## src/rtl/gray_updown_counter.sv

```systemverilog
// Parametrised up/down Gray-code counter with synchronous load and a registered wrap flag.
// Optional build macro GRAY_CNT_SATURATE_EN makes the counter saturate at its limits instead of wrapping.
module gray_updown_counter #(
    parameter int N    = 4,
    parameter int INIT = 0
) (
    input  logic         clk,
    input  logic         rst_n,
    input  logic         clk_en,
    input  logic         up_dn,
    input  logic         load,
    input  logic [N-1:0] load_val,
    output logic [N-1:0] gray_out,
    output logic [N-1:0] bin_out,
    output logic         wrap
);

    localparam logic [N-1:0] INIT_BIN  = N'(INIT);
    localparam logic [N-1:0] INIT_GRAY = INIT_BIN ^ (INIT_BIN >> 1);
    localparam logic [N-1:0] MAX_BIN   = {N{1'b1}};
    localparam logic [N-1:0] MIN_BIN   = '0;

    logic [N-1:0] bin_reg;
    logic [N-1:0] bin_next;
    logic [N-1:0] gray_reg;
    logic [N-1:0] gray_next;
    logic         wrap_reg;
    logic         wrap_next;
    logic [N-1:0] load_bin;
    logic         at_max;
    logic         at_min;

    // Each binary bit is the XOR of all Gray bits at or above it.
    generate
        for (genvar gi = 0; gi < N; gi++) begin : g_load_g2b
            assign load_bin[gi] = ^load_val[N-1:gi];
        end
    endgenerate

    assign at_max = (bin_reg == MAX_BIN);
    assign at_min = (bin_reg == MIN_BIN);

    always_comb begin
        bin_next  = bin_reg;
        gray_next = gray_reg;
        wrap_next = 1'b0;
        if (load) begin
            bin_next  = load_bin;
            gray_next = load_val;
        end else if (clk_en) begin
`ifdef GRAY_CNT_SATURATE_EN
            // A blocked step holds the count and flags overflow/underflow instead.
            if (up_dn) begin
                if (at_max) begin
                    wrap_next = 1'b1;
                end else begin
                    bin_next = bin_reg + N'(1);
                end
            end else begin
                if (at_min) begin
                    wrap_next = 1'b1;
                end else begin
                    bin_next = bin_reg - N'(1);
                end
            end
`else
            if (up_dn) begin
                bin_next  = bin_reg + N'(1);
                wrap_next = at_max;
            end else begin
                bin_next  = bin_reg - N'(1);
                wrap_next = at_min;
            end
`endif
            gray_next = bin_next ^ (bin_next >> 1);
        end
    end

    always_ff @(posedge clk or negedge rst_n) begin
        if (!rst_n) begin
            bin_reg  <= INIT_BIN;
            gray_reg <= INIT_GRAY;
            wrap_reg <= 1'b0;
        end else begin
            bin_reg  <= bin_next;
            gray_reg <= gray_next;
            wrap_reg <= wrap_next;
        end
    end

    assign gray_out = gray_reg;
    assign bin_out  = bin_reg;
    assign wrap     = wrap_reg;

endmodule

```

## config.mk

```make
export PLATFORM = sky130hd
export DESIGN_NAME = gray_updown_counter
export DESIGN_NICKNAME = d
export VERILOG_FILES = /design/src/rtl/gray_updown_counter.sv
export SDC_FILE = /design/constraint.sdc
export NUM_CORES = 1
export LEC_CHECK = 0
export ABC_AREA = 1
export CORE_AREA = 4 4 41 43
export CTS_CLUSTER_DIAMETER = 40
export CTS_CLUSTER_SIZE = 40
export DETAILED_ROUTE_END_ITERATION = 8
export DIE_AREA = 0 0 45 47
export PLACE_DENSITY = 0.76
export SLEW_MARGIN = 20
export SYNTH_ARGS = -nofsm -noshare
export SYNTH_HDL_FRONTEND = slang
export SYNTH_SLANG_ARGS = --single-unit
export TNS_END_PERCENT = 50
```

## constraint.sdc

```tcl
create_clock -name clk -period 4.4 [get_ports clk]
set_input_delay 0.44 -clock clk [delete_from_list [all_inputs] [get_ports clk]]
set_output_delay 0.44 -clock clk [all_outputs]
set_load 0.01 [all_outputs]
```

==> impl_metrics.tcl <==
set metrics [dict create \
    drt_first_iter_violations 13 \
    detail_route.wirelength.met1_um 521 \
    starting_utilization_of_the_core_area 0.4500 \
    cellPowerDensity_nw_per_um2 411.5 \
    final.hold.worst_slack_ns 0.4571 \
    grt_setup_unrepaired "no" \
    most_used_flip_flop_cell_after_synthesis "sky130_fd_sc_hd__dfrtp_1" \
    ir_drop_v 0.0001731 \
    antennaDiodeCount 0 \
    slew-limit-headroom 0.7606 \
    clock_insertion_delay_worst_skew_ns 0.26 \
    die-width_um 45 \
    yosysWarningCount 0 \
    globalRoute.totalOverflow 0 \
    post_synth_inst_count 85 \
    final-max-slew-violation-count 0 \
    track_usage 0.1357 \
    half_perimeter_wire_length_after_placement_um 1008 \
    setup_cp_type "in2reg" \
    cts.sinks 8 \
    wl_met2_um 606 \
    synth.cell_area_um2 585.6 \
    synth_seq_area_share 0.3419 \
    antenna_violating_nets_post_route 0 \
    route.final.wire_length_um 1238 \
    synthDominantAreaCellType "sky130_fd_sc_hd__dfrtp_1" \
    grt_first_pass_wirelength_um 2056 \
    synth_enable_flop_cells 0 \
    critPathLaunchType "primary input" \
    worst-path-max-fanout 4 \
    dr_total_vias 587 \
    grt_pass1_vias 516 \
    postCtsSetupRepairBufs 0 \
    fmax_mhz 522.8 \
    timing.critical_path.arrival_ns 2.05 \
    grt_max_degree 10 \
    cts-htree-levels 1 \
    io-pin-count 18 \
    area_of_the_placeable_core_um2 1301 \
    cts_made_buffers 3 \
    worst_clock_skew_ns 0.002717 \
    mean_instance_size_in_the_synthesized_netlist_um2 6.889 \
    required_ns 4.54 \
    netlist_top_cells_count "sky130_fd_sc_hd__nand2_1, sky130_fd_sc_hd__inv_1, sky130_fd_sc_hd__dfrtp_1" \
    met3_wirelength_um 88 \
    largest_reg_flops 4 \
    clk_pin_slew_worst_paths_ns 0.06 \
    cts_max_path_buffers 2 \
    detail_route.wl_per_cell_um 10.49 \
    synth_most_common_cell "sky130_fd_sc_hd__nand2_1" \
    fraction_of_the_cycle_the_final_worst_path_needs 0.4347 \
    core.rowCount 13 \
    number_of_synthesized_register_bits 8 \
    synth_cell_type_count 21 \
    globalplace.congestion 0.9035 \
    cp-end-kind "flip-flop" \
    port-buffer-count 17 \
    final-hold-violation-count 0 \
    fp.dieArea_um2 2115 \
    antenna_found_initial 0 \
    cell_leakage_power_nw 0.4042 \
    timing.final.setup_violations 0 \
    cts_tree "done" \
    tns_ns 0 \
    routed_via_density 4.975 \
    fraction_of_final_layout_cells_sized_beyond_drive_strength_1 0.09709 \
    drtPass1Iterations 4 \
    detail_route.drc_violations 0 \
    final_net_count 117 \
    post-synth-top-area-fraction 0.3419 \
    cts_resized 0 \
    min_period_ns 1.913 \
    timing_worst_slew_pin_value_ns 0.3580 \
    timing.reg2reg.setup_slack_ns 2.80 \
    postSynth.asyncResetShare 1.000 \
    root_buffer_selected_by_cts "sky130_fd_sc_hd__clkbuf_4" \
    die_h_um 47 \
    yosys-top-cells-area "sky130_fd_sc_hd__dfrtp_1, sky130_fd_sc_hd__nand2_1, sky130_fd_sc_hd__inv_1" \
    max_cap_violations 0 \
    worstHoldPathType "in2async" \
    run_status "finished, final reports clean" \
    flow.area_growth_from_synthesis_pct 33.55 \
    cts.hold.buffers_added 0 \
    highest_layer "met4" \
    syn-num-nets 97 \
    final_core_util 0.6010 \
]
-- per-stage QoR --
step | setup slack, ns | instance area, um^2 | power [W] | std cells
3_3_place_gp | 2.258 | 759.5 | 0.0002633 | 115
2_1_floorplan | 2.877 | 585.6 | 0.0002030 | 85
6_report | 2.487 | 782.0 | 0.0003218 | 118
4_1_cts | 2.484 | 782.0 | 0.0003237 | 118
5_1_grt | 2.366 | 782.0 | 0.0003439 | 118
3_5_place_dp | 2.226 | 759.5 | 0.0002659 | 115
-- worst paths after layout --
check	from	end	cells after the start
min in group clk	gray_out[0]	gray_out[0]	2
max in group asynchronous	rst_n	gray_out[1]	1
max reg2reg	bin_out[0]	gray_out[1]	7
max	up_dn	gray_out[1]	9
min	rst_n	wrap	1
min reg2reg	gray_out[0]	gray_out[0]	2
-- power breakdown --
group	switching (W)	internal [W]
sequential	0.0000211	0.0000909
clock	0.0000262	0.0000313
combinational	0.0000758	0.0000766
-- metal layers --
layer | vias up | track usage
li1 | 303 | -
met1 | 263 | 0.1639
met2 | 19 | 0.2203
met3 | 2 | 0.03448
met4 | 0 | 0.07602
met5 | - | 0
-- final cells by class --
class / count / area, um^2
inverters: 13 / 48.80
flip-flops and latches: 8 / 200.2
repair buffers: 17 / 170.2
multi-input cells: 62 / 321.6
fillers: 121 / 519.2
clock buffers: 3 / 22.52
well taps: 15 / 18.77
-- cell families (layout without fill, tap and decap cells) --
| group | count (synthesis) | in the layout | synth area share |
|---|---|---|---|
| AND/OR/NAND/NOR | 46 | 46 | 0.3291 |
| adder cells (fa/ha/maj) | 3 | 3 | 0.07692 |
| buffers and inverters | 15 | 33 | 0.1090 |
| XOR/XNOR | 3 | 3 | 0.04488 |
| flip-flops | 8 | 8 | 0.3419 |
| AO/OA/AOI/OAI | 10 | 10 | 0.09826 |
-- critical path, stage by stage --
cell                              delay [ns]
sky130_fd_sc_hd__clkdlybuf4s50_1        0.51
sky130_fd_sc_hd__inv_1                  0.11
sky130_fd_sc_hd__fa_1                   0.44
sky130_fd_sc_hd__nand2_1                0.09
sky130_fd_sc_hd__nand2_2                0.07
sky130_fd_sc_hd__nor2_1                 0.16
sky130_fd_sc_hd__nand2_1                0.07
sky130_fd_sc_hd__o21ai_1                0.09
sky130_fd_sc_hd__o21ai_1                0.08
-- cells in the final DEF, fill, tap and decap left out, types with 3 or more instances in the layout --
| master | netlist | final |
|---|---|---|
| sky130_fd_sc_hd__inv_2 | 3 | 3 |
| sky130_fd_sc_hd__clkbuf_4 | 0 | 3 |
| sky130_fd_sc_hd__nand3_1 | 3 | 3 |
| sky130_fd_sc_hd__clkdlybuf4s50_1 | 0 | 17 |
| sky130_fd_sc_hd__o21ai_1 | 5 | 5 |
| sky130_fd_sc_hd__dfrtp_1 | 8 | 8 |
| sky130_fd_sc_hd__inv_1 | 10 | 10 |
| sky130_fd_sc_hd__nand2_2 | 3 | 3 |
| sky130_fd_sc_hd__nand2_1 | 32 | 32 |
| sky130_fd_sc_hd__nor2_1 | 4 | 4 |
Power figures use the tool's default switching activity.
